$ cat src/rtl/ase_hssi_loopback_emul.sv
// HSSI loopback emulator: per-channel AXI-S TX sink with optional FIFO
// replay onto RX, frame counting and sticky zero-tkeep error flags.
module ase_hssi_loopback_emul #(
  parameter int NUM_CH   = 4,
  parameter int DATA_W   = 64,
  parameter int DEPTH    = 16,
  parameter int LOOPBACK = 1,
  parameter int CNT_W    = 32
) (
  input  logic                         pClk,
  input  logic                         softReset,
  input  logic [NUM_CH-1:0]            tx_tvalid,
  output logic [NUM_CH-1:0]            tx_tready,
  input  logic [NUM_CH*DATA_W-1:0]     tx_tdata,
  input  logic [NUM_CH*DATA_W/8-1:0]   tx_tkeep,
  input  logic [NUM_CH-1:0]            tx_tlast,
  output logic [NUM_CH-1:0]            rx_tvalid,
  input  logic [NUM_CH-1:0]            rx_tready,
  output logic [NUM_CH*DATA_W-1:0]     rx_tdata,
  output logic [NUM_CH*DATA_W/8-1:0]   rx_tkeep,
  output logic [NUM_CH-1:0]            rx_tlast,
  input  logic [NUM_CH-1:0]            pause,
  output logic [NUM_CH*CNT_W-1:0]      frame_cnt,
  output logic [NUM_CH-1:0]            err_keep
);

  localparam int KEEP_W = DATA_W / 8;
  localparam int AW     = $clog2(DEPTH);
  localparam int OW     = AW + 1;
  localparam int BEAT_W = DATA_W + KEEP_W + 1;

  typedef enum logic {
    ST_IDLE     = 1'b0,
    ST_IN_FRAME = 1'b1
  } state_e;

  for (genvar c = 0; c < NUM_CH; c++) begin : g_ch
    state_e            state_q, state_d;
    logic              full;
    logic              ready;
    logic              accept;
    logic [CNT_W-1:0]  cnt_q, cnt_d;
    logic              err_q, err_d;
    logic [KEEP_W-1:0] keep_in;

    assign keep_in      = tx_tkeep[c*KEEP_W +: KEEP_W];
    assign accept       = tx_tvalid[c] & ready;
    assign tx_tready[c] = ready;

    // Frame-boundary state register
    always_ff @(posedge pClk) begin
      if (softReset) state_q <= ST_IDLE;
      else           state_q <= state_d;
    end

    // Next state: every accepted beat lands on a boundary iff it carries tlast
    always_comb begin
      state_d = state_q;
      if (accept) state_d = tx_tlast[c] ? ST_IDLE : ST_IN_FRAME;
    end

    // Ready depends only on registered state, occupancy and pause; pause only
    // holds off the start of a new frame
    always_comb begin
      ready = 1'b0;
      if (!softReset) ready = !full && !(pause[c] && (state_q == ST_IDLE));
    end

    // Saturating frame counter and sticky empty-keep flag
    always_comb begin
      cnt_d = cnt_q;
      err_d = err_q;
      if (accept && tx_tlast[c] && (cnt_q != '1)) cnt_d = cnt_q + CNT_W'(1);
      if (accept && (keep_in == '0))              err_d = 1'b1;
    end

    // Counter / error registers
    always_ff @(posedge pClk) begin
      if (softReset) begin
        cnt_q <= '0;
        err_q <= 1'b0;
      end else begin
        cnt_q <= cnt_d;
        err_q <= err_d;
      end
    end

    assign frame_cnt[c*CNT_W +: CNT_W] = cnt_q;
    assign err_keep[c]                 = err_q;

    if (LOOPBACK != 0) begin : g_fifo
      logic [BEAT_W-1:0] mem_q [DEPTH];
      logic [AW-1:0]     wr_ptr_q, wr_ptr_d;
      logic [AW-1:0]     rd_ptr_q, rd_ptr_d;
      logic [OW-1:0]     occ_q, occ_d;
      logic              valid;
      logic              pop;
      logic [BEAT_W-1:0] head;

      // full uses start-of-cycle occupancy, so a same-cycle pop never frees a slot
      assign full  = (occ_q == OW'(DEPTH));
      assign valid = !softReset && (occ_q != '0);
      assign pop   = valid & rx_tready[c];
      assign head  = mem_q[rd_ptr_q];

      assign rx_tvalid[c]                  = valid;
      assign rx_tdata[c*DATA_W +: DATA_W]  = head[BEAT_W-1 -: DATA_W];
      assign rx_tkeep[c*KEEP_W +: KEEP_W]  = head[KEEP_W:1];
      assign rx_tlast[c]                   = head[0];

      // Pointer and occupancy update; pointers wrap naturally at DEPTH
      always_comb begin
        wr_ptr_d = wr_ptr_q;
        rd_ptr_d = rd_ptr_q;
        occ_d    = occ_q;
        if (accept) wr_ptr_d = wr_ptr_q + AW'(1);
        if (pop)    rd_ptr_d = rd_ptr_q + AW'(1);
        if (accept && !pop)      occ_d = occ_q + OW'(1);
        else if (!accept && pop) occ_d = occ_q - OW'(1);
      end

      // FIFO control registers
      always_ff @(posedge pClk) begin
        if (softReset) begin
          wr_ptr_q <= '0;
          rd_ptr_q <= '0;
          occ_q    <= '0;
        end else begin
          wr_ptr_q <= wr_ptr_d;
          rd_ptr_q <= rd_ptr_d;
          occ_q    <= occ_d;
        end
      end

      // Beat storage, not reset
      always_ff @(posedge pClk) begin
        if (accept) mem_q[wr_ptr_q] <= {tx_tdata[c*DATA_W +: DATA_W], keep_in, tx_tlast[c]};
      end
    end else begin : g_sink
      assign full                          = 1'b0;
      assign rx_tvalid[c]                  = 1'b0;
      assign rx_tdata[c*DATA_W +: DATA_W]  = '0;
      assign rx_tkeep[c*KEEP_W +: KEEP_W]  = '0;
      assign rx_tlast[c]                   = 1'b0;
    end
  end

endmodule

$ cat config.mk
export PLATFORM = sky130hd
export DESIGN_NAME = ase_hssi_loopback_emul
export DESIGN_NICKNAME = d
export VERILOG_FILES = /design/src/rtl/ase_hssi_loopback_emul.sv
export SDC_FILE = /design/constraint.sdc
export NUM_CORES = 2
export LEC_CHECK = 0
export CORE_MARGIN = 2
export CORE_UTILIZATION = 36
export DETAILED_ROUTE_END_ITERATION = 10
export PLACE_DENSITY = 0.59
export SYNTH_ARGS = -nofsm -noshare
export SYNTH_HDL_FRONTEND = slang
export SYNTH_MEMORY_MAX_BITS = 65536
export SYNTH_SLANG_ARGS = --single-unit
$ cat constraint.sdc
create_clock -name pClk -period 10.96 [get_ports pClk]
set_clock_uncertainty 0.1 [all_clocks]
set_input_delay 1.096 -clock pClk [delete_from_list [all_inputs] [get_ports pClk]]
set_output_delay 1.096 -clock pClk [all_outputs]
set_load 0.05 [all_outputs]
Word level (Yosys, flattened, before mapping)
Memories as Yosys holds them, arrays and structs flattened. A register that Yosys moved wholly into a read port is not among the register bits.
Cells that the tools add are included.
- flip-flop bits (word level): 188
- RAM bits: 4672
- input bits: 306
- output and inout port bits: 432
- logic and storage cells: 161
- memories: 4
- $add $sub $neg: 20
- equal/unequal tests: 8
- muxes and demuxes: 32
- bitwise logic cells: 12
- reduce and logical (&&, ||, !) cells: 61
- memories (name ; depth ; bits a word ; rd ports ; clocked after Yosys merged registers in ; wr ports ; RTL line ; text):
    g_ch[0].g_fifo.mem_q ; 16 ; 73 ; 1 ; 1 ; 1 ; 92 ; logic [BEAT_W-1:0] mem_q [DEPTH];
    g_ch[1].g_fifo.mem_q ; 16 ; 73 ; 1 ; 1 ; 1 ; 92 ;
    g_ch[2].g_fifo.mem_q ; 16 ; 73 ; 1 ; 1 ; 1 ; 92 ;
    g_ch[3].g_fifo.mem_q ; 16 ; 73 ; 1 ; 1 ; 1 ; 92 ;
- operators with widths (cell ; number):
    $add A32 B1 Y32 const B ; 4
    $ne A32 B32 Y1 const B ; 4
    $mux W5 ; 8
    $add A4 B1 Y4 const B ; 8
    $logic_and A1 B1 Y1 ; 32
    $logic_not A8 Y1 ; 4
    $mux W4 ; 8
    $add A5 B1 Y5 const B ; 4
    $eq A5 B5 Y1 const B ; 4
    $reduce_bool A5 Y1 ; 4
    $sub A5 B1 Y5 const B ; 4
    $logic_not A1 Y1 ; 17
    $mux W1 ; 16
    $and A1 B1 Y1 ; 8
    $reduce_bool A2 Y1 ; 4
    $not A1 Y1 ; 4

Logic depth before layout (Yosys ltp)
- word-level depth: 10
- depth in mapped cells: 13
- depth with buffers taken out: 12

Least setup slack after synthesis
OpenSTA, ideal clock, no wires.
- path kind: input to register
- start point: input port pause[3]
- end point: memory g_ch[3].g_fifo.mem_q[0][0] (netlist name) (enable)
- library setup time: 0.683 ns
- arrival time: 8.657 ns
- data required time: 10.177 ns
- slack: 1.519 ns
- cell stages on the path: 4
- buffers on the path: 0
- cell sequence: nor2b_1 a211oi_4 nand2_2 nor4_1
- word-level cells in the longest chain between the ends: 7
- RTL lines (what ; RTL line ; text):
    start, declared ; 22 ; input logic [NUM_CH-1:0] pause,
    $logic_and A1 B1 Y1 ; 66 ; if (!softReset) ready = !full && !(pause[c] && (state_q == ST_IDLE));
    $logic_not A1 Y1 ; 66 ;
    $logic_and A1 B1 Y1 ; 66 ;
    $mux W1 ; 66 ;
    net g_ch[3].ready ; 40 ; logic ready;
    $and A1 B1 Y1 ; 47 ; assign accept = tx_tvalid[c] & ready;
    $mux W1 ; 137 ; if (accept) mem_q[wr_ptr_q] <= {tx_tdata[c*DATA_W +: DATA_W], keep_in, tx_tlast[c]};
    $mux W1 (implied by the code) ; 137 ;
    end, declared ; 92 ;
The timed path passes the listed nets, and every way through them passes these cells.

==> out/metrics.cfg <==
[detailed_routing]
wl_met1_um = 194000
dr_wl_met2_um = 234000
wl_um = 469000
dr.pass1.iters = 5
top_layer_used = met5
drc = 0
vias_per_cell = 5.42
vias = 86900
wl_per_cell_um = 29.3
drtIter0Drc = 8350
wl_met3_um = 28900
ant_nets = 0

[timing]
setup_violations = 0
min_period_ns = 6.68
slew-limit-headroom_pct = 9.89
tightest_slew_ns = 1.35
grt_setup_unrepaired = no
slew_violations = 0
fmax_mhz = 150
hold_violations = 0
fin_crit_sh_pct = 60.9
worst_slack_ns = 4.28
fin_setup_tns_ns = 0

[final_layout]
syn2layout_area_growth_pct = 17.6
mostFrequentLayoutCells = edfxtp_1, mux4_2, clkdlybuf4s50_1, clkbuf_16, dfxtp_1
finish.cell_count_without_fillers = 16000
drive_gt1_share_pct = 26.8
layout_commonest_cell = edfxtp_1
fin_util_pct = 42.5
nets = 9173
postLayoutCellArea_mm2 = 0.218

[worst_setup_path]
worstReg2RegEnd = g_ch[2].g_fifo.mem_q[8][56]$_DFFE_PP_
critPathRequiredTime_ns = 9.76
crit_path_end = rx_tdata[17]
cp_cell_sequence = buf_12, buf_4, mux4_2, mux4_2, clkdlybuf4s50_1
timing.rr.start = g_ch[2].g_fifo.occ_q[0]$_SDFFE_PP0P_
crit_arrival_ns = 5.48
critPathSlowestCell = dfxtp_4
worstSetupPathType = flip-flop to primary output
end_kind = primary output
cp_slowest_stage_delay_ns = 0.96
reg2reg_depth = 6
cp_max_fo = 161
crit_path_frequent_cell = mux4_2
critPathLaunchType = flip-flop
reg2reg_slack_ns = 6.80

[clocking]
clk_pin_slew_ns = 0.06
ctsResizeCount = 0
cts_hold_buf = 0
post_cts_buffers = 0
h-tree-depth = 6
cts_root_buf = clkbuf_16
numCtsBuffers = 524
clk_latency_ns = 1.01
cts_buffer_depth = 4
clkSinkCount = 4876
cts_tree = built

[synth]
ys.warnings.count = 0
synth_cells = 7780
ys_types = 65
ys_seq_elements = 4876
synth_edf_count = 4672
synth_fp_nets = 8131
syn_area_mm2 = 0.185
synth.yosys.seq_area_share_pct = 77.8
synth-main-ff-cell = edfxtp_1
synthArstFlopShare_pct = 0
synth.avg_cell_area_um2 = 23.8

[status]
status = complete, no violations

[placed_design]
place_inst = 15100
hpwl_um = 258000
dp_slack_ns = 5.23
port_buffers = 737
dpl-instance-area_mm2 = 0.202
gp_congestion = 0.763

[power_and_ir_drop]
pwr-share-seq_pct = 45.5
clkPwrFrac_pct = 37.2
sw_frac_of_total_pct = 25.9
peakVddDrop_v = 0.000166
p_leak_nw = 64.9
p_comb_share_pct = 17.3
power.density_mw_per_mm2 = 209
switchingPower_mw = 11.8
intPower_mw = 33.9

[floorplan]
io_pins = 738
start_util_pct = 36.2
core-area_mm2 = 0.513
dieArea_mm2 = 0.521
fp.dieH_um = 722
die_w_um = 722
num_rows = 263

[global_routing]
first_global_vias = 90600
grt_usage_pct = 17.6
grt_start_max_net_pins = 165
grt_pass1_wl_um = 669000
grt_overflow = 0
antenna_found_initial = 84

[job]
cap_violations = 0

[worst_hold_path]
min_path_type = input pin to flip-flop

[power groups by stage]
stage	combinational (mW)	sequential, mW	clock (mW)
4_1_cts	8.05	20.8	17.4
2_1_floorplan	5.76	21.1	0
6_report	7.89	20.8	17.0
3_3_place_gp	7.93	21.2	0
5_1_grt	8.33	20.8	18.1
3_5_place_dp	8.02	21.2	0
[cell usage after synthesis, drive strengths merged (5+ instances only)]
cell       n  area (µm²)
ha        41         513
nor2     142         533
nand4     54         350
mux2      21         236
o21ai     40         200
mux2i      6        60.1
nand2b     5        31.3
nor3      31         188
xor2      25         219
o41ai     15         131
nand2     93         352
o311ai    16         140
and2      19         119
and4      11        96.3
clkbuf   212         796
a21o       5        37.5
a21oi    111         556
dfxtp    204        4080
inv       52         195
or4       53         402
o211ai     5        42.5
and3      15        93.8
or3       40         250
edfxtp  4672      140000
buf      193         943
o31ai     48         360
or2        5        31.3
mux4    1460       32900
xnor2     12         105
a31o       5        43.8
nor4      37         263
nand3     72         365
nor2b     23         144
[kinds of logic after synthesis]
| kind of cell | count (synthesis) | share of synthesized area, % |
|---|---|---|
| buf+inv | 457 | 1.04 |
| flops | 4876 | 77.8 |
| fa+ha+maj | 45 | 0.320 |
| mux | 1487 | 17.9 |
| xor+xnor | 37 | 0.175 |
| simple gates | 609 | 1.77 |
| compound gates | 269 | 0.954 |
[area by class of cell]
| cell class | count | area [µm²] |
|---|---|---|
| Antenna cell | 38 | 95.1 |
| Timing Repair Buffer | 921 | 8880 |
| Inverter | 52 | 195 |
| Tap cell | 6757 | 8450 |
| Clock inverter | 286 | 2670 |
| Multi-Input combinational cell | 2447 | 39600 |
| Clock buffer | 655 | 13800 |
| Fill cell | 43200 | 295000 |
| Sequential cell | 4876 | 144000 |
[stage by stage]
step           total power, mW  hold slack [ns]
6_report                  45.7            0.384
5_1_grt                   47.2            0.322
4_1_cts                   46.2            0.265
3_5_place_dp              29.2            0.376
3_3_place_gp              29.1            0.358
2_1_floorplan             26.8            0.338
[flip-flops by register name (all words and copies together), names as in the netlist, named ones only]
name,cells
g_ch.state_q,4
g_ch.g_fifo.rd_ptr_q,16
g_ch.err_q,4
g_ch.g_fifo.wr_ptr_q,16
g_ch.cnt_q,128
g_ch.g_fifo.mem_q,4672
g_ch.g_fifo.occ_q,20
[worst min-delay path by stage]
stage                                                       start                                    to  cells after the start
final                                                   softReset        g_ch[3].cnt_q[28]$_SDFFE_PP0P_                      2
after global routing                                    softReset  g_ch[3].g_fifo.occ_q[3]$_SDFFE_PP0P_                      2
after CTS                                               softReset        g_ch[3].cnt_q[28]$_SDFFE_PP0P_                      2
after detailed placement  g_ch[1].g_fifo.rd_ptr_q[3]$_SDFFE_PP0P_                             flip-flop                      2
after global placement    g_ch[0].g_fifo.rd_ptr_q[3]$_SDFFE_PP0P_                             flip-flop                      2
after floorplan                        g_ch[0].err_q$_SDFFE_PP0P_            g_ch[0].err_q$_SDFFE_PP0P_                      2
[routing by layer]
metal | up-vias | GRT usage, %
li1 | 35800 | -
met1 | 47600 | 23.7
met2 | 2760 | 29.6
met3 | 698 | 3.15
met4 | 34 | 4.59
met5 | - | 0
[critical path: cells and delay by family, from the launching register on]
kind                   cells  cell delay (ns)
buffers and inverters      3             2.03
DFF                        1             0.96
muxes                      2             0.94
Note: power is estimated with default switching activity, not from simulation.
